File: src/rtl/imem_loader_pkg.sv
// Shared types and constants for the instruction-memory loader and its consumers.
// IMEM_LOADER_CHECKSUM_EN adds a trailing XOR checksum byte to each frame.
package imem_pkg;

  localparam int          ADDR_W    = 16;
  localparam int          DATA_W    = 16;
  localparam logic [7:0]  SYNC_BYTE = 8'hA5;

  typedef logic [DATA_W-1:0] instr_t;
  typedef logic [ADDR_W-1:0] iaddr_t;

  typedef enum logic [3:0] {
    S_IDLE,
    S_ADDR_HI,
    S_ADDR_LO,
    S_CNT_HI,
    S_CNT_LO,
    S_DATA_HI,
    S_DATA_LO,
    S_CSUM,
    S_DONE
  } loader_state_t;

  // State entered once the last payload byte of a frame has been taken.
  function automatic loader_state_t frame_end_state();
`ifdef IMEM_LOADER_CHECKSUM_EN
    return S_CSUM;
`else
    return S_DONE;
`endif
  endfunction

endpackage

File: src/rtl/imem_loader_if.sv
// Byte-stream input and instruction-memory write bus of the loader.
// slave = loader side, master = byte source / memory side.
interface imem_loader_if;
  import imem_pkg::*;

  logic [7:0] rx_data;
  logic       rx_valid;
  logic       rx_ready;
  logic       mem_we;
  iaddr_t     mem_addr;
  instr_t     mem_wdata;
  logic       cpu_stall;
  logic       busy;
  logic       done;
  logic       err;

  modport slave (
    input  rx_data, rx_valid,
    output rx_ready, mem_we, mem_addr, mem_wdata, cpu_stall, busy, done, err
  );

  modport master (
    output rx_data, rx_valid,
    input  rx_ready, mem_we, mem_addr, mem_wdata, cpu_stall, busy, done, err
  );

endinterface

File: src/rtl/imem_loader_byte_pair_assembler.sv
// Joins a big-endian byte pair into one 16-bit word; shared by the address,
// count and data fields since they never overlap in time.
module byte_pair_assembler
  import imem_pkg::*;
(
  input  logic       clk,
  input  logic       reset,
  input  logic [7:0] byte_i,
  input  logic       hi_en_i,
  input  logic       lo_en_i,
  output instr_t     word_o,
  output logic       valid_o
);

  logic [7:0] hi_q;

  // NOTE: reset is synchronous, so it lives inside the clocked branch, not the sensitivity list.
  always_ff @(posedge clk) begin
    if (reset) begin
      hi_q <= '0;
    end else if (hi_en_i) begin
      hi_q <= byte_i;
    end
  end

  assign word_o  = {hi_q, byte_i};
  assign valid_o = lo_en_i;

endmodule

File: src/rtl/imem_loader.sv
// Loads framed program images (SYNC, ADDR, CNT, words) into instruction memory.
// Define IMEM_LOADER_CHECKSUM_EN to require a trailing XOR checksum byte.
module imem_loader
  import imem_pkg::*;
(
  input  logic          clk,
  input  logic          reset,
  imem_loader_if.slave  bus
);

  loader_state_t state_q, state_d;
  iaddr_t        addr_q, addr_d;
  instr_t        cnt_q, cnt_d;
  logic          mem_we_q, mem_we_d;
  iaddr_t        mem_addr_q, mem_addr_d;
  instr_t        mem_wdata_q, mem_wdata_d;
  logic          accept, hi_en, lo_en, pair_valid;
  instr_t        pair_word;
`ifdef IMEM_LOADER_CHECKSUM_EN
  logic [7:0]    csum_q, csum_d;
  logic          err_q, err_d;
`endif

  assign accept = bus.rx_valid && bus.rx_ready;
  assign hi_en  = accept && (state_q inside {S_ADDR_HI, S_CNT_HI, S_DATA_HI});
  assign lo_en  = accept && (state_q inside {S_ADDR_LO, S_CNT_LO, S_DATA_LO});

  byte_pair_assembler u_pair (
    .clk     (clk),
    .reset   (reset),
    .byte_i  (bus.rx_data),
    .hi_en_i (hi_en),
    .lo_en_i (lo_en),
    .word_o  (pair_word),
    .valid_o (pair_valid)
  );

  // NOTE: every signal gets its hold value first so no path leaves it unassigned (no latches).
  always_comb begin
    state_d     = state_q;
    addr_d      = addr_q;
    cnt_d       = cnt_q;
    mem_we_d    = 1'b0;
    mem_addr_d  = mem_addr_q;
    mem_wdata_d = mem_wdata_q;
`ifdef IMEM_LOADER_CHECKSUM_EN
    csum_d      = csum_q;
    err_d       = err_q;
`endif
    unique case (state_q)
      S_IDLE:    if (accept && bus.rx_data == SYNC_BYTE) state_d = S_ADDR_HI;
      S_ADDR_HI: if (accept) state_d = S_ADDR_LO;
      S_ADDR_LO: if (pair_valid) begin
        addr_d  = pair_word;
        state_d = S_CNT_HI;
      end
      S_CNT_HI:  if (accept) state_d = S_CNT_LO;
      S_CNT_LO:  if (pair_valid) begin
        cnt_d   = pair_word;
        state_d = (pair_word == '0) ? frame_end_state() : S_DATA_HI;
      end
      S_DATA_HI: if (accept) state_d = S_DATA_LO;
      S_DATA_LO: if (pair_valid) begin
        mem_we_d    = 1'b1;
        mem_addr_d  = addr_q;
        mem_wdata_d = pair_word;
        addr_d      = addr_q + 1'b1;
        cnt_d       = cnt_q - 1'b1;
        state_d     = (cnt_q == instr_t'(1)) ? frame_end_state() : S_DATA_HI;
      end
`ifdef IMEM_LOADER_CHECKSUM_EN
      S_CSUM:    if (accept) begin
        if (bus.rx_data != csum_q) err_d = 1'b1;
        state_d = S_DONE;
      end
`endif
      S_DONE:    state_d = S_IDLE;
      default:   state_d = S_IDLE;
    endcase
`ifdef IMEM_LOADER_CHECKSUM_EN
    // The XOR covers every byte after SYNC up to, but not including, the checksum itself.
    if (accept) begin
      if (state_q == S_IDLE)      csum_d = '0;
      else if (state_q != S_CSUM) csum_d = csum_q ^ bus.rx_data;
    end
`endif
  end

  // NOTE: state registers use non-blocking assignments so all flops update from pre-edge values.
  always_ff @(posedge clk) begin
    if (reset) begin
      state_q     <= S_IDLE;
      addr_q      <= '0;
      cnt_q       <= '0;
      mem_we_q    <= 1'b0;
      mem_addr_q  <= '0;
      mem_wdata_q <= '0;
    end else begin
      state_q     <= state_d;
      addr_q      <= addr_d;
      cnt_q       <= cnt_d;
      mem_we_q    <= mem_we_d;
      mem_addr_q  <= mem_addr_d;
      mem_wdata_q <= mem_wdata_d;
    end
  end

`ifdef IMEM_LOADER_CHECKSUM_EN
  always_ff @(posedge clk) begin
    if (reset) begin
      csum_q <= '0;
      err_q  <= 1'b0;
    end else begin
      csum_q <= csum_d;
      err_q  <= err_d;
    end
  end

  assign bus.err = err_q;
`else
  assign bus.err = 1'b0;
`endif

  assign bus.rx_ready  = (state_q != S_DONE);
  assign bus.busy      = (state_q != S_IDLE);
  assign bus.cpu_stall = (state_q != S_IDLE);
  assign bus.done      = (state_q == S_DONE);
  assign bus.mem_we    = mem_we_q;
  assign bus.mem_addr  = mem_addr_q;
  assign bus.mem_wdata = mem_wdata_q;

endmodule

File: src/flat_wrapper.sv
// flat-port wrapper written by rule: the top's interface ports become plain ports
module imem_loader_flat import imem_pkg::*;
  (clk, reset, bus_rx_data, bus_rx_valid, bus_rx_ready, bus_mem_we, bus_mem_addr, bus_mem_wdata, bus_cpu_stall, bus_busy, bus_done, bus_err);
  imem_loader_if bus_i ();
  input  logic clk;
  input  logic reset;
  input wire logic [$bits(bus_i.rx_data)-1:0] bus_rx_data;
  input wire logic [$bits(bus_i.rx_valid)-1:0] bus_rx_valid;
  output wire logic [$bits(bus_i.rx_ready)-1:0] bus_rx_ready;
  output wire logic [$bits(bus_i.mem_we)-1:0] bus_mem_we;
  output wire logic [$bits(bus_i.mem_addr)-1:0] bus_mem_addr;
  output wire logic [$bits(bus_i.mem_wdata)-1:0] bus_mem_wdata;
  output wire logic [$bits(bus_i.cpu_stall)-1:0] bus_cpu_stall;
  output wire logic [$bits(bus_i.busy)-1:0] bus_busy;
  output wire logic [$bits(bus_i.done)-1:0] bus_done;
  output wire logic [$bits(bus_i.err)-1:0] bus_err;
  assign bus_i.rx_data = bus_rx_data;
  assign bus_i.rx_valid = bus_rx_valid;
  assign bus_rx_ready = bus_i.rx_ready;
  assign bus_mem_we = bus_i.mem_we;
  assign bus_mem_addr = bus_i.mem_addr;
  assign bus_mem_wdata = bus_i.mem_wdata;
  assign bus_cpu_stall = bus_i.cpu_stall;
  assign bus_busy = bus_i.busy;
  assign bus_done = bus_i.done;
  assign bus_err = bus_i.err;
  imem_loader u_core (.clk(clk), .reset(reset), .bus(bus_i));
endmodule
File: config.mk
export PLATFORM = sky130hd
export DESIGN_NAME = imem_loader_flat
export DESIGN_NICKNAME = d
export VERILOG_FILES = /design/src/rtl/imem_loader_pkg.sv /design/src/rtl/imem_loader_if.sv /design/src/rtl/imem_loader_byte_pair_assembler.sv /design/src/rtl/imem_loader.sv /design/src/flat_wrapper.sv
export SDC_FILE = /design/constraint.sdc
export NUM_CORES = 1
export LEC_CHECK = 0
export CORE_ASPECT_RATIO = 0.5
export CORE_MARGIN = 1.5
export CORE_UTILIZATION = 55
export DETAILED_ROUTE_END_ITERATION = 8
export PLACE_DENSITY_LB_ADDON = 0.05
export SLEW_MARGIN = 5
export SYNTH_ARGS = -nofsm -noshare
export SYNTH_HDL_FRONTEND = slang
export SYNTH_SLANG_ARGS = --single-unit
File: constraint.sdc
create_clock -name clk -period 2.6 [get_ports clk]
set_input_delay 0.52 -clock clk [delete_from_list [all_inputs] [get_ports clk]]
set_output_delay 0.52 -clock clk [all_outputs]
set_load 0.02 [all_outputs]
==> results_dict.tcl <==
set metrics [dict create \
    cts_sinks 77 \
    grt_max_degree 35 \
    async_reset_ff_share_pct 0 \
    synth_fa_ha_area_share_pct 1.01 \
    yosysSeqAreaShare_pct 41.5 \
    layout_commonest_cell "nand2_1" \
    outcome "finished, final reports clean" \
    min_path_type "flip-flop to flip-flop" \
    nFillCells 484 \
    port_buffers 47 \
    grt_first_pass_wirelength_um 16800 \
    synth-xor-area-share_pct 0.236 \
    wl_um 10500 \
    peakVddDrop_v 0.000452 \
    die_h_um 61.1 \
    dieArea_um2 7280 \
    cts_setup_buffers 0 \
    synth_seq_cells 77 \
    fin_cells 625 \
    synth_compound_area_share_pct 21.9 \
    synth_cells 486 \
    initialDrtViolationCount 386 \
    clockBufferDepth 2 \
    setup_viol 0 \
    num_rows 20 \
    drcViolationCount 0 \
    fmax_ghz 0.399 \
    cp.required_ps 2080 \
    core_region_area_um2 6280 \
    fin_tns_setup_ps 0 \
    area_growth_pct 26.7 \
    worstPathCellList "buf_4 > or4_1 > clkdlybuf4s50_1" \
    maxCapViolations 0 \
    min_period_over_period_pct 96.5 \
    p_leak_nw 1.69 \
    final_cell_mix "nand2_1 (99), dfxtp_1 (77), a21oi_1 (59), clkdlybuf4s50_1 (45), nor2_1 (43)" \
    crit_slowest_cell "or4_1" \
    dp_hpwl_um 7240 \
    layout_setup_ws_ps 91.2 \
    dp.cells 609 \
    slew_headroom_pct 62.0 \
    first_pass_iters 7 \
    startpoint_type "flip-flop" \
    diodes 0 \
    syn_nets 500 \
    cts-hold-fix-buffers 0 \
    drv_slew 0 \
    grt_overflow_total 0 \
    ys.flop_type "dfxtp_1" \
    initial_utilization_pct 59.1 \
    place_ws_ps 102 \
    htree_levels 3 \
    worstSkewPairLatency_ps 340 \
    avgViaCountPerCell 6.08 \
    final_nets 546 \
    critPathMaxStageDelay_ps 580 \
    cts_root_buffer "clkbuf_16" \
    hold_viol_final 0 \
    antenna_found_initial 0 \
    synth_top_family_by_area "simple AND/OR/NAND/NOR gates" \
    synth-simple-area-share_pct 27.0 \
    place.gp.congestion 0.990 \
    max_slew.worst_pin.slew_ps 569 \
    skew_ps 6.40 \
    rsz0062_at_grt "no" \
    cp_max_fo 13 \
    syn_area_per_cell_um2 7.64 \
    die_w_um 119 \
    synth_edf_count 0 \
    ys_warn_count 0 \
    dpl_cell_area_um2 4350 \
    tritoncts "yes" \
    gr-usage-all-layers_pct 30.4 \
    synthDistinctLibCells 57 \
    clkTransAtPathRegs_ps 60 \
    power_mw 2.82 \
    num_vias 3803 \
    drive_gt1_share_pct 10.4 \
    timing.final.crit_period_ps 2510 \
    grt_pass1_vias 3283 \
    ios 49 \
    drtAntennaViolNets 0 \
    numCtsBuffers 9 \
    cp-end-kind "output pin" \
    design_area_um2 4700 \
    routedWlPerCell_um 16.8 \
    synth_mux_area_share_pct 3.34 \
    path_class "flip-flop to output pin" \
    syn_area_um2 3710 \
    p_per_area_nw_per_um2 600 \
    cp_data_arrival_time_ps 1990 \
]
## stage by stage
stage               hold WS (ps)  utilization [%]
global placement             441             69.3
detailed placement           446             69.3
finish                       451             74.9
CTS                          454             74.8
global route                 467             74.9
floorplan                    445                -
## sequential cells by signal, indices dropped and copies added, names as in the netlist
name                  cells
u_core.bus.mem_wdata     16
u_core.addr_q            16
u_core.state_q            4
u_core.cnt_q             16
u_core.bus.mem_we         1
u_core.bus.mem_addr      16
u_core.u_pair.hi_q        8
## path summary, 6_finish.rpt
| path | slack [ps] | startpoint | endpoint | cells after the start |
|---|---|---|---|---|
| hold / removal | 450 | u_core.bus.mem_wdata[12] | u_core.bus.mem_wdata[12] | 2 |
| setup / recovery | 90 | u_core.state_q[0] | bus_cpu_stall | 3 |
| hold reg to reg | 450 | u_core.bus.mem_wdata[12] | u_core.bus.mem_wdata[12] | 2 |
| setup reg to reg | 280 | u_core.cnt_q[0] | u_core.cnt_q[12] | 6 |
## layer usage
metal,track usage (%),part of all wire (%)
met4,9.81,0.85
met5,0,0
met3,8.33,10
met2,46.2,42
met1,42.6,47
## worst max-delay path: cells and delay by family (launching register included)
kind	cells	cell delay (ps)
AND/OR/NAND/NOR	1	580
flip-flops	1	320
buffers and inverters	2	750
## area by class of cell
type | instances | area, um2 | area share, %
multi-input cells | 363 | 2000 | 42.6
clock inverters | 5 | 106 | 2.26
repair buffers | 74 | 671 | 14.3
inverters | 7 | 26.3 | 0.559
flip-flops and latches | 77 | 1540 | 32.8
well taps | 88 | 110 | 2.34
clock buffers | 11 | 243 | 5.16
## cell families (layout without fill, tap and decap cells)
logic type	count (synthesis)	count (layout)
other	1	1
DFF	77	77
and+or+nand+nor	212	212
xor gates and xnor gates	1	1
muxes	12	12
adders and majority gates	3	3
AOI/OAI and AO/OA	134	134
buffers and inverters	46	97
## where the power goes
| part | leakage (nW) | internal, mW | switching (mW) |
|---|---|---|---|
| clock | 0.166 | 0.967 | 0.496 |
| sequential | 0.620 | 1.19 | 0.0117 |
| combinational | 0.907 | 0.0626 | 0.0955 |
| total | 1.69 | 2.22 | 0.603 |
## what timing repair did
| action | 4_1_cts | 5_1_grt |
|---|---|---|
| endpoints found under the setup margin | 0 | 1 |
| gates resized for setup | 0 | 1 |
| hold endpoints to repair | 0 | 0 |
## cell usage after synthesis, types with 3 or more instances
| cell type | count | share of area [%] |
|---|---|---|
| clkbuf_1 | 34 | 3.4 |
| a22oi_1 | 7 | 1.4 |
| ha_1 | 3 | 1.0 |
| a31oi_1 | 6 | 1.0 |
| and3_1 | 5 | 0.84 |
| and2_1 | 3 | 0.51 |
| a21oi_1 | 59 | 8.0 |
| nor3b_1 | 3 | 0.61 |
| o22ai_1 | 3 | 0.51 |
| nand3_1 | 8 | 1.1 |
| nor2b_1 | 4 | 0.67 |
| or2_2 | 4 | 0.67 |
| a221oi_1 | 3 | 0.71 |
| or4_1 | 5 | 1.0 |
| nor4_1 | 9 | 1.5 |
| mux2_2 | 3 | 0.91 |
| nand4_1 | 4 | 0.67 |
| inv_1 | 7 | 0.71 |
| dfxtp_1 | 77 | 42 |
| nand3b_1 | 3 | 0.61 |
| nand2_1 | 99 | 10 |
| nor2_1 | 43 | 4.3 |
| o31ai_1 | 9 | 1.8 |
| mux2i_1 | 9 | 2.4 |
| o21ai_0 | 24 | 3.2 |
| nor3_1 | 10 | 1.3 |
No activity file was read; power rests on OpenSTA's default activity.
